### src/rtl/md5_if.sv
`timescale 1ns/1ps
// md5_if: serial-link bundle between the MD5 search block and its host.
//   rxd        host -> block UART line (idle high)
//   txd        block -> host UART line (idle high)
//   match_led  match latch indicator
//   led        parser state code
interface md5_if #(
  parameter int NUM_LEDS = 4
);
  logic                rxd;
  logic                txd;
  logic                match_led;
  logic [NUM_LEDS-1:0] led;

  modport master (output rxd, input txd, input match_led, input led);
  modport slave  (input rxd, output txd, output match_led, output led);
endinterface

### src/rtl/md5_top.sv
`timescale 1ns/1ps
// md5_top: UART-controlled MD5 window search. The host loads a 128-bit target
// digest, then streams text; every 19-byte window is hashed and the first
// window whose digest equals the target is latched and can be read back.
// Ports:
//   clk    system clock, rising edge
//   reset  synchronous, active-low
//   bus    md5_if.slave: rxd in; txd, match_led, led out
module md5_top #(
  parameter int CLK_FREQUENCY = 100_000_000,
  parameter int BAUD          = 12_000_000,
  parameter int NUM_LEDS      = 4
) (
  input logic  clk,
  input logic  reset,
  md5_if.slave bus
);
  localparam int BIT_CLKS  = (CLK_FREQUENCY + BAUD / 2) / BAUD;
  localparam int HALF_CLKS = BIT_CLKS / 2;
  localparam int CW        = $clog2(BIT_CLKS + 1);

  localparam logic [3:0] ST_IDLE = 4'd0, ST_HASH_RX = 4'd1, ST_LEN_HI = 4'd2,
                         ST_LEN_LO = 4'd3, ST_TEXT_RX = 4'd4, ST_TEXT_DRAIN = 4'd5,
                         ST_ACK_TX = 4'd6, ST_MATCH_TX = 4'd7, ST_TEST_TX = 4'd8;
  localparam logic [1:0] RX_IDLE = 2'd0, RX_START = 2'd1, RX_DATA = 2'd2, RX_STOP = 2'd3;
  localparam logic [31:0] A0 = 32'h67452301, B0 = 32'hefcdab89,
                          C0 = 32'h98badcfe, D0 = 32'h10325476;

  // Sine-derived additive constant, four per table row.
  function automatic logic [31:0] k_const(input logic [5:0] i);
    logic [127:0] q;
    case (i[5:2])
      4'd0:  q = {32'hd76aa478, 32'he8c7b756, 32'h242070db, 32'hc1bdceee};
      4'd1:  q = {32'hf57c0faf, 32'h4787c62a, 32'ha8304613, 32'hfd469501};
      4'd2:  q = {32'h698098d8, 32'h8b44f7af, 32'hffff5bb1, 32'h895cd7be};
      4'd3:  q = {32'h6b901122, 32'hfd987193, 32'ha679438e, 32'h49b40821};
      4'd4:  q = {32'hf61e2562, 32'hc040b340, 32'h265e5a51, 32'he9b6c7aa};
      4'd5:  q = {32'hd62f105d, 32'h02441453, 32'hd8a1e681, 32'he7d3fbc8};
      4'd6:  q = {32'h21e1cde6, 32'hc33707d6, 32'hf4d50d87, 32'h455a14ed};
      4'd7:  q = {32'ha9e3e905, 32'hfcefa3f8, 32'h676f02d9, 32'h8d2a4c8a};
      4'd8:  q = {32'hfffa3942, 32'h8771f681, 32'h6d9d6122, 32'hfde5380c};
      4'd9:  q = {32'ha4beea44, 32'h4bdecfa9, 32'hf6bb4b60, 32'hbebfbc70};
      4'd10: q = {32'h289b7ec6, 32'heaa127fa, 32'hd4ef3085, 32'h04881d05};
      4'd11: q = {32'hd9d4d039, 32'he6db99e5, 32'h1fa27cf8, 32'hc4ac5665};
      4'd12: q = {32'hf4292244, 32'h432aff97, 32'hab9423a7, 32'hfc93a039};
      4'd13: q = {32'h655b59c3, 32'h8f0ccc92, 32'hffeff47d, 32'h85845dd1};
      4'd14: q = {32'h6fa87e4f, 32'hfe2ce6e0, 32'ha3014314, 32'h4e0811a1};
      4'd15: q = {32'hf7537e82, 32'hbd3af235, 32'h2ad7d2bb, 32'heb86d391};
      default: q = 128'd0;
    endcase
    return 32'(q >> (8'd96 - {1'b0, i[1:0], 5'd0}));
  endfunction

  // Per-round rotate amount: depends on the round group and round mod 4.
  function automatic logic [4:0] shift_amt(input logic [5:0] i);
    case ({i[5:4], i[1:0]})
      4'h0: return 5'd7;   4'h1: return 5'd12;  4'h2: return 5'd17;  4'h3: return 5'd22;
      4'h4: return 5'd5;   4'h5: return 5'd9;   4'h6: return 5'd14;  4'h7: return 5'd20;
      4'h8: return 5'd4;   4'h9: return 5'd11;  4'ha: return 5'd16;  4'hb: return 5'd23;
      4'hc: return 5'd6;   4'hd: return 5'd10;  4'he: return 5'd15;  4'hf: return 5'd21;
      default: return 5'd0;
    endcase
  endfunction

  function automatic logic [31:0] rotl(input logic [31:0] x, input logic [4:0] s);
    return 32'({x, x} >> (6'd32 - {1'b0, s}));
  endfunction

  // Digest words are little-endian, so the hex digest needs a byte swap.
  function automatic logic [31:0] bswap(input logic [31:0] x);
    return {x[7:0], x[15:8], x[23:16], x[31:24]};
  endfunction

  logic [3:0]    state_r, hash_cnt_r;
  logic [4:0]    out_idx_r;
  logic [7:0]    ack_r, rx_sh_r, tx_data_s, win_byte_s;
  logic [15:0]   len_r, index_r, match_pos_r;
  logic [127:0]  target_r, digest_s;
  logic [151:0]  window_r, match_win_r;
  logic          match_r, rx_meta_r, rx_sync_r, rx_valid_r;
  logic [1:0]    rx_st_r;
  logic [2:0]    rx_bit_r;
  logic [CW-1:0] rx_cnt_r, tx_cnt_r;
  logic [8:0]    tx_sh_r;
  logic [3:0]    tx_bits_r;
  logic          tx_busy_r, txd_r, tx_valid_s, tx_ready_s, tx_load_s;
  logic          md5_busy_r, md5_done_r, md5_start_s;
  logic [5:0]    round_r;
  logic [31:0]   a_r, b_r, c_r, d_r, f_s, tmp_s, new_b_s;
  logic [3:0]    g_s;
  logic [511:0]  block_s;

  // Input synchronizer and 8N1 receiver with mid-bit sampling.
  always_ff @(posedge clk) begin
    if (!reset) begin
      rx_meta_r <= 1'b1; rx_sync_r <= 1'b1; rx_st_r <= RX_IDLE; rx_cnt_r <= '0;
      rx_bit_r <= 3'd0; rx_sh_r <= 8'd0; rx_valid_r <= 1'b0;
    end else begin
      rx_meta_r  <= bus.rxd;
      rx_sync_r  <= rx_meta_r;
      rx_valid_r <= 1'b0;
      case (rx_st_r)
        RX_IDLE: if (!rx_sync_r) begin rx_cnt_r <= '0; rx_st_r <= RX_START; end
        RX_START:
          if (rx_cnt_r == CW'(HALF_CLKS - 1)) begin
            rx_cnt_r <= '0; rx_bit_r <= 3'd0;
            rx_st_r  <= rx_sync_r ? RX_IDLE : RX_DATA;   // glitch, not a start bit
          end else rx_cnt_r <= rx_cnt_r + CW'(1);
        RX_DATA:
          if (rx_cnt_r == CW'(BIT_CLKS - 1)) begin
            rx_cnt_r <= '0;
            rx_sh_r  <= {rx_sync_r, rx_sh_r[7:1]};
            rx_bit_r <= rx_bit_r + 3'd1;
            if (rx_bit_r == 3'd7) rx_st_r <= RX_STOP;
          end else rx_cnt_r <= rx_cnt_r + CW'(1);
        RX_STOP:
          if (rx_cnt_r == CW'(BIT_CLKS - 1)) begin
            rx_valid_r <= rx_sync_r;                     // framing error drops the byte
            rx_st_r    <= RX_IDLE;
          end else rx_cnt_r <= rx_cnt_r + CW'(1);
        default: rx_st_r <= RX_IDLE;
      endcase
    end
  end

  // Transmitter accepts the next byte on the last clock of a stop bit so
  // consecutive response bytes leave with no idle gap.
  assign tx_ready_s = !tx_busy_r || (tx_bits_r == 4'd9 && tx_cnt_r == CW'(BIT_CLKS - 1));
  assign tx_load_s  = tx_ready_s && tx_valid_s;

  // 8N1 transmit shifter; txd is driven straight from a flop.
  always_ff @(posedge clk) begin
    if (!reset) begin
      txd_r <= 1'b1; tx_busy_r <= 1'b0; tx_sh_r <= 9'h1ff; tx_bits_r <= 4'd0; tx_cnt_r <= '0;
    end else if (tx_load_s) begin
      txd_r <= 1'b0; tx_sh_r <= {1'b1, tx_data_s}; tx_bits_r <= 4'd0;
      tx_cnt_r <= '0; tx_busy_r <= 1'b1;
    end else if (tx_busy_r) begin
      if (tx_cnt_r == CW'(BIT_CLKS - 1)) begin
        tx_cnt_r <= '0;
        if (tx_bits_r == 4'd9) begin
          tx_busy_r <= 1'b0; txd_r <= 1'b1;
        end else begin
          txd_r <= tx_sh_r[0]; tx_sh_r <= {1'b1, tx_sh_r[8:1]}; tx_bits_r <= tx_bits_r + 4'd1;
        end
      end else tx_cnt_r <= tx_cnt_r + CW'(1);
    end
  end

  // Padded single block: 19 message bytes, 0x80, zeros, bit length 152.
  always_comb begin
    block_s = '0;
    for (int k = 0; k < 19; k++) block_s[8*k +: 8] = window_r[151-8*k -: 8];
    block_s[159:152] = 8'h80;
    block_s[455:448] = 8'h98;
  end

  // One MD5 round of combinational logic.
  always_comb begin
    f_s = 32'd0;
    g_s = 4'd0;
    case (round_r[5:4])
      2'd0: begin f_s = (b_r & c_r) | (~b_r & d_r); g_s = round_r[3:0]; end
      2'd1: begin f_s = (d_r & b_r) | (~d_r & c_r); g_s = round_r[3:0] * 4'd5 + 4'd1; end
      2'd2: begin f_s = b_r ^ c_r ^ d_r;            g_s = round_r[3:0] * 4'd3 + 4'd5; end
      2'd3: begin f_s = c_r ^ (b_r | ~d_r);         g_s = round_r[3:0] * 4'd7; end
      default: begin f_s = 32'd0; g_s = 4'd0; end
    endcase
    tmp_s    = a_r + f_s + k_const(round_r) + block_s[{g_s, 5'd0} +: 32];
    new_b_s  = b_r + rotl(tmp_s, shift_amt(round_r));
    digest_s = {bswap(a_r + A0), bswap(b_r + B0), bswap(c_r + C0), bswap(d_r + D0)};
  end

  assign md5_start_s = rx_valid_r && (state_r == ST_TEXT_RX) && (index_r >= 16'd18);

  // Iterative MD5 engine: one round per clock, done pulses after round 63.
  always_ff @(posedge clk) begin
    if (!reset) begin
      md5_busy_r <= 1'b0; md5_done_r <= 1'b0; round_r <= 6'd0;
      a_r <= 32'd0; b_r <= 32'd0; c_r <= 32'd0; d_r <= 32'd0;
    end else begin
      md5_done_r <= 1'b0;
      if (md5_start_s) begin
        a_r <= A0; b_r <= B0; c_r <= C0; d_r <= D0; round_r <= 6'd0; md5_busy_r <= 1'b1;
      end else if (md5_busy_r) begin
        a_r <= d_r; d_r <= c_r; c_r <= b_r; b_r <= new_b_s;
        round_r <= round_r + 6'd1;
        if (round_r == 6'd63) begin md5_busy_r <= 1'b0; md5_done_r <= 1'b1; end
      end
    end
  end

  // Response byte source for the transmitter.
  always_comb begin
    tx_valid_s = 1'b0;
    tx_data_s  = 8'd0;
    win_byte_s = 8'(match_win_r >> (8'd144 - {out_idx_r - 5'd2, 3'b000}));
    case (state_r)
      ST_ACK_TX: begin tx_valid_s = 1'b1; tx_data_s = ack_r; end
      ST_MATCH_TX: begin
        tx_valid_s = 1'b1;
        if (!match_r)               tx_data_s = 8'd0;
        else if (out_idx_r == 5'd0) tx_data_s = match_pos_r[15:8];
        else if (out_idx_r == 5'd1) tx_data_s = match_pos_r[7:0];
        else                        tx_data_s = win_byte_s;
      end
      ST_TEST_TX: begin tx_valid_s = 1'b1; tx_data_s = 8'd5 - {3'd0, out_idx_r}; end
      default: begin tx_valid_s = 1'b0; tx_data_s = 8'd0; end
    endcase
  end

  // Command parser, match latch and text window.
  always_ff @(posedge clk) begin
    if (!reset) begin
      state_r <= ST_IDLE; hash_cnt_r <= 4'd0; out_idx_r <= 5'd0; ack_r <= 8'd0;
      len_r <= 16'd0; index_r <= 16'd0; match_pos_r <= 16'd0; target_r <= 128'd0;
      window_r <= 152'd0; match_win_r <= 152'd0; match_r <= 1'b0;
    end else begin
      if (md5_done_r && !match_r && digest_s == target_r) begin
        match_r     <= 1'b1;
        match_pos_r <= index_r - 16'd1;          // index already advanced past last byte
        match_win_r <= window_r;
      end
      if (tx_load_s) out_idx_r <= out_idx_r + 5'd1;
      case (state_r)
        ST_IDLE:
          if (rx_valid_r) begin
            out_idx_r <= 5'd0;
            hash_cnt_r <= 4'd0;
            case (rx_sh_r)
              8'h01:   state_r <= ST_HASH_RX;
              8'h02:   state_r <= ST_LEN_HI;
              8'h03:   state_r <= ST_MATCH_TX;
              8'h04:   state_r <= ST_TEST_TX;
              default: state_r <= ST_IDLE;
            endcase
          end
        ST_HASH_RX:
          if (rx_valid_r) begin
            target_r   <= {target_r[119:0], rx_sh_r};
            hash_cnt_r <= hash_cnt_r + 4'd1;
            if (hash_cnt_r == 4'd15) begin
              match_r <= 1'b0; ack_r <= 8'h01; state_r <= ST_ACK_TX;
            end
          end
        ST_LEN_HI:
          if (rx_valid_r) begin len_r[15:8] <= rx_sh_r; state_r <= ST_LEN_LO; end
        ST_LEN_LO:
          if (rx_valid_r) begin
            len_r[7:0] <= rx_sh_r;
            window_r <= 152'd0; index_r <= 16'd0; match_r <= 1'b0;
            state_r <= ({len_r[15:8], rx_sh_r} == 16'd0) ? ST_TEXT_DRAIN : ST_TEXT_RX;
          end
        ST_TEXT_RX:
          if (rx_valid_r) begin
            window_r <= {window_r[143:0], rx_sh_r};
            index_r  <= index_r + 16'd1;
            if (index_r == len_r - 16'd1) state_r <= ST_TEXT_DRAIN;
          end
        ST_TEXT_DRAIN:
          if (!md5_busy_r && !md5_done_r) begin
            ack_r <= match_r ? 8'h01 : 8'h00; state_r <= ST_ACK_TX;
          end
        ST_ACK_TX:   if (tx_load_s) state_r <= ST_IDLE;
        ST_MATCH_TX: if (tx_load_s && out_idx_r == 5'd20) state_r <= ST_IDLE;
        ST_TEST_TX:  if (tx_load_s && out_idx_r == 5'd4) state_r <= ST_IDLE;
        default:     state_r <= ST_IDLE;
      endcase
    end
  end

  assign bus.txd       = txd_r;
  assign bus.match_led = match_r;

  generate
    if (NUM_LEDS > 4) begin : g_led_wide
      assign bus.led = {{(NUM_LEDS-4){1'b0}}, state_r};
    end else if (NUM_LEDS == 4) begin : g_led_exact
      assign bus.led = state_r;
    end else begin : g_led_narrow
      assign bus.led = state_r[NUM_LEDS-1:0];
    end
  endgenerate
endmodule

### src/flat_wrapper.sv
// flat-port wrapper written by rule: the top's interface ports become plain ports
module md5_top_flat 
#(
  parameter int CLK_FREQUENCY = 100_000_000,
  parameter int BAUD          = 12_000_000,
  parameter int NUM_LEDS      = 4
)
  (clk, reset, bus_rxd, bus_txd, bus_match_led, bus_led);
  md5_if #(.NUM_LEDS(NUM_LEDS)) bus_i ();
  input logic clk;
  input logic reset;
  input wire logic [$bits(bus_i.rxd)-1:0] bus_rxd;
  output wire logic [$bits(bus_i.txd)-1:0] bus_txd;
  output wire logic [$bits(bus_i.match_led)-1:0] bus_match_led;
  output wire logic [$bits(bus_i.led)-1:0] bus_led;
  assign bus_i.rxd = bus_rxd;
  assign bus_txd = bus_i.txd;
  assign bus_match_led = bus_i.match_led;
  assign bus_led = bus_i.led;
  md5_top #(.CLK_FREQUENCY(CLK_FREQUENCY), .BAUD(BAUD), .NUM_LEDS(NUM_LEDS)) u_core (.clk(clk), .reset(reset), .bus(bus_i));
endmodule
### config.mk
export PLATFORM = sky130hd
export DESIGN_NAME = md5_top_flat
export DESIGN_NICKNAME = d
export VERILOG_FILES = /design/src/rtl/md5_if.sv /design/src/rtl/md5_top.sv /design/src/flat_wrapper.sv
export SDC_FILE = /design/constraint.sdc
export NUM_CORES = 2
export LEC_CHECK = 0
export BUFFER_PORTS_ARGS = -buffer_cell sky130_fd_sc_hd__buf_2
export CAP_MARGIN = 20
export CORE_MARGIN = 4
export CORE_UTILIZATION = 44
export DETAILED_ROUTE_END_ITERATION = 8
export SLEW_MARGIN = 20
export SYNTH_ARGS = -nofsm -noshare
export SYNTH_HDL_FRONTEND = slang
export SYNTH_SLANG_ARGS = --single-unit
### constraint.sdc
create_clock -name clk -period 12.95 [get_ports clk]
set_clock_uncertainty 0.2 [all_clocks]
set_input_delay 2.59 -clock clk [delete_from_list [all_inputs] [get_ports clk]]
set_output_delay 2.59 -clock clk [all_outputs]
set_load 0.1 [all_outputs]
Yosys cells after proc, flatten, opt, wreduce, memory -nomap -nowiden --
Memory sizes are Yosys's and may differ from the RTL's. A register that Yosys moved wholly into a read port is not among the register bits. Cells that the tools add are included. W data, S select, Z words.
Storage, ports and cells: register bits 676, ROM bits 2128, bits of input ports 3, output and inout port bits 6, logic and storage cells 265, memories kept 2
Operators by class: add/sub/neg operators 25, $mul 3, magnitude comparators 1, eq/ne operators 48, shifts and indexed selects 4, mux-type cells 87, bitwise operators 15, reduce and logical (&&, ||, !) cells 45
Memories:
- (name not given) | depth 16, bits a word 128, read ports 1, clocked after memory_dff 1, wr ports 0, RTL line md5_top.sv:32 | case (i[5:2])
- (name not given) | depth 16, bits a word 5, read ports 1, clocked after memory_dff 1, wr ports 0, RTL line md5_top.sv:56 | case ({i[5:4], i[1:0]})
Operators by type and width (number):
- $shiftx A512 B10 Y32 | 1
- $mux W152 | 2
- $pmux W152 S2 | 1
- $shr A152 B8 Y8 | 1
- $add A32 B32 Y32 | 4
- $and A32 B32 Y32 | 4
- $eq A128 B128 Y1 | 1
- $mux W32 | 4
- $pmux W32 S4 | 1
- $shr A128 B8 Y32 | 1
- $or A32 B32 Y32 | 3
- $xor A32 B32 Y32 | 3
- $mux W4 | 22
- $mux W8 | 10
- $add A32 B32 Y32 const B | 2
- $not A32 Y32 | 2
- $shr A64 B6 Y32 | 1
- $mux W31 | 2
- $mux W29 | 2
- $pmux W4 S4 | 3
- $pmux W4 S9 | 1
- $add A32 B29 Y32 const B | 1
- $add A32 B31 Y32 const B | 1
- $mux W16 | 2
- 59 further kinds | 153

Depth between registers and ports, before layout --
word-level depth 11, depth in mapped cells 49, mapped depth without buffers 44

Worst setup path after synthesis --
OpenSTA, ideal clock, no wires.
path kind reg2reg, start point register u_core.round_r[1], end point register u_core.b_r[31], library setup time 0.114 ns, arrival 10.035 ns, required time 12.636 ns, setup slack 2.601 ns, stages on the path, launching flop included 47, path buffers 5, period minus slack after synthesis 10.349 ns, cells stage by stage dfxtp_1 -> clkbuf_1 -> buf_1 -> inv_1 -> ha_1 -> fa_1 -> xnor2_1 -> or3_1 -> o2111ai_1 -> and2_1 -> clkbuf_1 -> or2_2 -> clkbuf_1 -> nor2_1 -> fa_1 -> inv_1 -> fa_1 -> inv_1 -> (+11 left out) -> mux4_2 -> nor2_1 -> a211o_1 -> nand2_1 -> a32o_1 -> ha_1 -> o21ai_0 -> o21a_1 -> o21ai_0 -> a21oi_1 -> o21ai_0 -> nand4_1 -> a21boi_0 -> a22o_1 -> o221ai_1 -> nand2b_1 -> mux2i_1 -> a2111oi_0
On the way: longest elaborated chain between the ends 9, elaborated cells between the ends (all ways) 15, classes of those cells add/sub: 6; mul: 3; shift: 3; mux: 3
Ends and longest elaborated chain:
- from (decl) | RTL line md5_top.sv:88 | logic [5:0] round_r;
- from (signal assigned) | RTL line md5_top.sv:187 | round_r <= round_r + 6'd1;
- $mul A4 B2 Y4 or $mul A4 B3 Y4 (tied branches) | RTL line md5_top.sv:165, md5_top.sv:164
- $add A4 B3 Y4 or $add A4 B1 Y4 (tied branches) | RTL line md5_top.sv:165, md5_top.sv:164
- $pmux W4 S4 | RTL line md5_top.sv:162 | case (round_r[5:4])
- $shiftx A512 B10 Y32 | RTL line md5_top.sv:169 | tmp_s = a_r + f_s + k_const(round_r) + block_s[{g_s, 5'd0} +: 32];
- $add A32 B32 Y32 * | RTL line md5_top.sv:169
- $shr A64 B6 Y32 * | RTL line md5_top.sv:66 | return 32'({x, x} >> (6'd32 - {1'b0, s}));
- $add A32 B32 Y32 * | RTL line md5_top.sv:170 | new_b_s = b_r + rotl(tmp_s, shift_amt(round_r));
- $mux W32 * | RTL line md5_top.sv:185 | end else if (md5_busy_r) begin
- $mux W32 * | RTL line md5_top.sv:183 | if (md5_start_s) begin
- to (signal assigned) | RTL line md5_top.sv:186 | a_r <= d_r; d_r <= c_r; c_r <= b_r; b_r <= new_b_s;
- to (decl) | RTL line md5_top.sv:89 | logic [31:0] a_r, b_r, c_r, d_r, f_s, tmp_s, new_b_s;
Every way passes the cells marked *; elsewhere a longest branch is shown, timed or not. The select of a mux whose other input is x is not followed. A chain may end at the register's enable or synchronous reset.

Worst setup path in the final report --
start point register u_core.round_r[2], end point register u_core.b_r[31]
On the way: longest elaborated chain between the ends 9, elaborated cells between the ends (all ways) 12, classes of those cells add/sub: 4; mul: 3; shift: 2; mux: 3
Ends and longest elaborated chain (RTL line):
- $mul A4 B2 Y4 or $mul A4 B3 Y4 (tied branches) | md5_top.sv:165, md5_top.sv:164
- $add A4 B3 Y4 or $add A4 B1 Y4 (tied branches) | md5_top.sv:165, md5_top.sv:164
- $pmux W4 S4 * | md5_top.sv:162
- $shiftx A512 B10 Y32 * | md5_top.sv:169
- $add A32 B32 Y32 * | md5_top.sv:169
- $shr A64 B6 Y32 * | md5_top.sv:66
- $add A32 B32 Y32 * | md5_top.sv:170
- $mux W32 * | md5_top.sv:185
- $mux W32 * | md5_top.sv:183
Marked as above.

==> impl_results.html <==
<table>
<tr><th>Metric</th><th>Value</th></tr>
<tr><th colspan="2">Placed design</th></tr>
<tr><td>Global placer's final weighted congestion</td><td>1.00</td></tr>
<tr><td>Half-perimeter wire length of the detailed placement result</td><td>123000 um</td></tr>
<tr><td>Number of buffers added on ports</td><td>8</td></tr>
<tr><th colspan="2">Clock tree</th></tr>
<tr><td>Clk buf depth</td><td>3</td></tr>
<tr><td>CTS clk-pin slew, worst paths</td><td>0.06 ns</td></tr>
<tr><td>Clock tree from TritonCTS</td><td>done</td></tr>
<tr><td>Quantity of hold-fixing buffers added after cts</td><td>0</td></tr>
<tr><td>Number of clock sinks</td><td>802</td></tr>
<tr><td>Number of resized instances in the post-cts repair step</td><td>0</td></tr>
<tr><td>CTS root buf</td><td>clkbuf_16</td></tr>
<tr><td>Insertion delay of the later-clocked pin in the worst-skew pair</td><td>0.68 ns</td></tr>
<tr><td>H-tree levels</td><td>3</td></tr>
<tr><td>Total CTS buffers</td><td>91</td></tr>
<tr><td>Number of buffers inserted by post-CTS setup repair</td><td>0</td></tr>
<tr><th colspan="2">Floorplanning</th></tr>
<tr><td>Width of the die</td><td>344 um</td></tr>
<tr><td>Die extent in y</td><td>344 um</td></tr>
<tr><td>Number of top-level design ports</td><td>9</td></tr>
<tr><td>Standard-cell rows</td><td>122</td></tr>
<tr><td>Starting density of the core</td><td>0.446</td></tr>
<tr><td>Die outline area</td><td>118000 um2</td></tr>
<tr><td>Area of the core</td><td>111000 um2</td></tr>
<tr><th colspan="2">Synth</th></tr>
<tr><td>Number of nets produced by synthesis</td><td>6336</td></tr>
<tr><td>Cells after synthesis</td><td>6136</td></tr>
<tr><td>Synth Register Bits</td><td>802</td></tr>
<tr><td>Average cell area after synthesis</td><td>8.09 um2</td></tr>
<tr><td>Async S/R FF share, synth</td><td>0</td></tr>
<tr><td>Part of the Yosys area used for sequential elements</td><td>0.323</td></tr>
<tr><td>Count of different cell masters after synthesis</td><td>94</td></tr>
<tr><td>Yosys warns</td><td>0</td></tr>
<tr><td>Synth Cell Area</td><td>49700 um2</td></tr>
<tr><td>Main synth FF type</td><td>dfxtp_1</td></tr>
<tr><td>Post-synth EDFFs</td><td>0</td></tr>
<tr><th colspan="2">Critical path</th></tr>
<tr><td>Endpoint class of the critical path</td><td>register</td></tr>
<tr><td>Arrival time at the worst endpoint</td><td>11.67 ns</td></tr>
<tr><td>Crit path top cell by count</td><td>inv_1</td></tr>
<tr><td>Setup slack of the most critical reg-to-reg path</td><td>1.64 ns</td></tr>
<tr><td>Maximum single-stage delay on the critical path</td><td>0.54 ns</td></tr>
<tr><td>Crit-path max FO</td><td>30</td></tr>
<tr><td>Critical path type</td><td>register to register</td></tr>
<tr><td>CP required</td><td>13.31 ns</td></tr>
<tr><td>Worst setup path startpoint</td><td>u_core.round_r[2]</td></tr>
<tr><td>Kind of start point of the critical path</td><td>register</td></tr>
<tr><td>Worst R2R Start</td><td>u_core.round_r[2]</td></tr>
<tr><td>Cell with the largest stage delay on the worst path</td><td>mux4_2</td></tr>
<tr><th colspan="2">Layout</th></tr>
<tr><td>Total of fill cells in the finished design</td><td>11.0k</td></tr>
<tr><td>Final layout net count</td><td>6022</td></tr>
<tr><td>Area growth syn-to-layout</td><td>7.39%</td></tr>
<tr><td>Fraction of final layout cells sized beyond drive strength 1</td><td>0.0741</td></tr>
<tr><th colspan="2">Global route</th></tr>
<tr><td>Global routing usage on met3</td><td>0.0545</td></tr>
<tr><td>Antenna violations before repair</td><td>5</td></tr>
<tr><td>Congestion Overflow GR</td><td>0</td></tr>
<tr><td>Global-route layer with the greatest usage</td><td>met2</td></tr>
<tr><td>Met1 Usage GRT</td><td>0.396</td></tr>
<tr><td>Global-route wire length before repair</td><td>256000 um</td></tr>
<tr><td>Pin count of the biggest net entering global routing</td><td>166</td></tr>
<tr><td>Met2 track demand over resource</td><td>0.418</td></tr>
<tr><td>Number of global-route vias before repair</td><td>39.9k</td></tr>
<tr><td>Total GRT Usage</td><td>0.280</td></tr>
<tr><th colspan="2">STA</th></tr>
<tr><td>Worst slew slack as a fraction of its limit</td><td>0.221</td></tr>
<tr><td>Hold violation count in the final report</td><td>0</td></tr>
<tr><td>Transition time at the pin with the least slew margin</td><td>1.16 ns</td></tr>
<tr><td>Final setup violation count</td><td>0</td></tr>
<tr><td>Final total negative setup slack</td><td>0 ns</td></tr>
<tr><td>Slew Viols, Final</td><td>0</td></tr>
<tr><td>Final critical delay including setup and external delays</td><td>11.31 ns</td></tr>
<tr><td>RSZ-0062 raised after global routing</td><td>no</td></tr>
<tr><td>Share of the clock period used by the worst path</td><td>0.873</td></tr>
<tr><td>Achievable clock frequency</td><td>88.4 MHz</td></tr>
<tr><th colspan="2">Drt</th></tr>
<tr><td>Remaining design rule violation count</td><td>0</td></tr>
<tr><td>Total wire length</td><td>170000 um</td></tr>
<tr><td>Wire length per cell after detailed routing</td><td>23.1 um</td></tr>
<tr><td>1st-iter DRT viols</td><td>4941</td></tr>
<tr><td>Routed Antenna Nets</td><td>0</td></tr>
<tr><td>Number of vias in the routed layout</td><td>44.3k</td></tr>
<tr><td>Routed via count divided by cell count</td><td>6.00</td></tr>
<tr><td>DRT Pass-1 Iters</td><td>7</td></tr>
<tr><th colspan="2">Worst hold path</th></tr>
<tr><td>Hold WC Path Type</td><td>register to register</td></tr>
<tr><td>Critical hold path startpoint</td><td>u_core.match_win_r[93]</td></tr>
<tr><th colspan="2">Power</th></tr>
<tr><td>Pwr dens</td><td>97.2 nW/um2</td></tr>
<tr><td>Peak supply drop</td><td>0.000100 V</td></tr>
<tr><td>Leakage power total</td><td>0.0195 uW</td></tr>
<tr><td>Power after layout</td><td>5180 uW</td></tr>
<tr><th colspan="2">Status</th></tr>
<tr><td>Result of the run</td><td>finished clean</td></tr>
<tr><th colspan="2">Job</th></tr>
<tr><td>Max-cap check violation count</td><td>0</td></tr>
</table>
-- critical path, delay by kind of cell (launching register included) --
family | cells | cell delay, ns
AO/OA/AOI/OAI | 18 | 4.64
adder cells (fa/ha/maj) | 7 | 2.68
flip-flops | 1 | 0.46
buffers and inverters | 6 | 0.67
AND/OR/NAND/NOR | 7 | 1.47
multiplexers | 3 | 1.05
-- placed cells by master, fill, tap and decap left out, drive strengths merged, types with 14 or more instances in the layout --
cell type / instances
a211oi: 63
a21boi: 14
a21o: 30
a21oi: 517
a22oi: 173
a31oi: 63
and2: 22
and3: 24
buf: 87
clkbuf: 130
clkinv: 28
dfxtp: 802
fa: 65
ha: 132
inv: 241
mux2: 32
mux2i: 393
mux4: 110
nand2: 971
nand2b: 34
nand3: 87
nand3b: 15
nand4: 41
nor2: 606
nor2b: 58
nor3: 119
nor4: 30
o211ai: 26
o21a: 31
o21ai: 315
o22ai: 36
o31ai: 21
or2: 14
or3: 24
xnor2: 218
xor2: 119
-- kinds of logic (layout without fill, tap and decap cells) --
| kind of cell | after synthesis | in the layout | share of synthesized area |
|---|---|---|---|
| and+or+nand+nor | 2086 | 2086 | 0.181 |
| AOI/OAI and AO/OA | 1443 | 1443 | 0.179 |
| DFF | 802 | 802 | 0.323 |
| buffers and inverters | 734 | 493 | 0.0607 |
| muxes | 535 | 535 | 0.136 |
| xor gates and xnor gates | 339 | 339 | 0.0604 |
| adders and majority gates | 197 | 197 | 0.0595 |
| other | 0 | 2 | 0 |
-- where the power goes --
group	total [uW]	leakage, uW	internal, uW	switching [uW]
Clock	2630	0.00151	1530	1100
Sequential	2470	0.00646	2470	1.88
Combinational	79.2	0.0115	12.1	67.1
-- routing by layer --
| layer | up-vias | routed length [um] |
|---|---|---|
| met2 | 1805 | 72700 |
| met4 | 6 | 8650 |
| li1 | 20700 | - |
| met5 | - | 40 |
| met1 | 21400 | 74000 |
| met3 | 376 | 14900 |
-- through the flow --
stage | utilization | cells | area (um2) | setup WS (ns) | hold slack (ns)
6_report | 0.479 | 7385 | 53300 | 1.64 | 0.253
5_1_grt | 0.479 | 7383 | 53300 | 0.856 | 0.269
4_1_cts | 0.479 | 7383 | 53300 | 1.71 | 0.256
3_5_place_dp | 0.451 | 7217 | 50300 | 1.76 | 0.245
3_3_place_gp | 0.451 | 7217 | 50300 | 1.89 | 0.237
2_1_floorplan | - | 6136 | 49700 | 2.60 | 0.186
-- cells in the mapped netlist (11+ instances only) --
library cell	n	area share
xnor2_1	218	0.038
a21oi_1	517	0.052
o221ai_1	11	0.0019
dfxtp_1	802	0.32
a211o_1	12	0.0021
nand3_1	87	0.0088
a221oi_1	12	0.0021
buf_12	11	0.0044
a311oi_1	12	0.0021
fa_1	65	0.026
or2_2	12	0.0015
or3_1	24	0.0030
a31oi_1	63	0.0079
nor3_1	115	0.012
nand4_1	41	0.0052
xor2_1	119	0.021
a22oi_1	173	0.026
mux2_2	31	0.0070
o211ai_1	26	0.0039
nor4_1	29	0.0037
mux4_2	110	0.050
o22ai_1	36	0.0045
o21ai_0	298	0.030
inv_1	240	0.018
a21boi_0	13	0.0020
a211oi_1	63	0.0095
and3_1	24	0.0030
mux2i_1	393	0.079
buf_1	42	0.0032
nand2b_1	34	0.0043
nor2b_1	58	0.0073
clkbuf_1	414	0.031
and2_1	22	0.0028
o31ai_1	21	0.0032
o21ai_1	15	0.0015
o21a_1	31	0.0047
a21o_1	30	0.0045
nor2_1	606	0.046
nand2_1	971	0.073
nand3b_1	15	0.0023
ha_1	132	0.033
buf_2	15	0.0015
-- path summary, 6_finish.rpt --
kind,to,depth (start not counted)
worst max register to register,u_core.b_r[31],41
worst max-delay path,u_core.b_r[31],41
worst min-delay path,u_core.match_win_r[93],2
worst min register to register,u_core.match_win_r[93],2
-- cell type report --
type / count / area (um2) / area share
Multi-Input combinational cell: 4600 / 30800 / 0.577
Timing Repair Buffer: 87 / 668 / 0.0125
Sequential cell: 802 / 16100 / 0.301
Antenna cell: 2 / 5.00 / 0.0000938
Tap cell: 1488 / 1860 / 0.0349
Clock buffer: 130 / 2620 / 0.0490
Inverter: 240 / 908 / 0.0170
Clock inverter: 36 / 432 / 0.00809
Note: power is estimated with default switching activity, not from simulation.
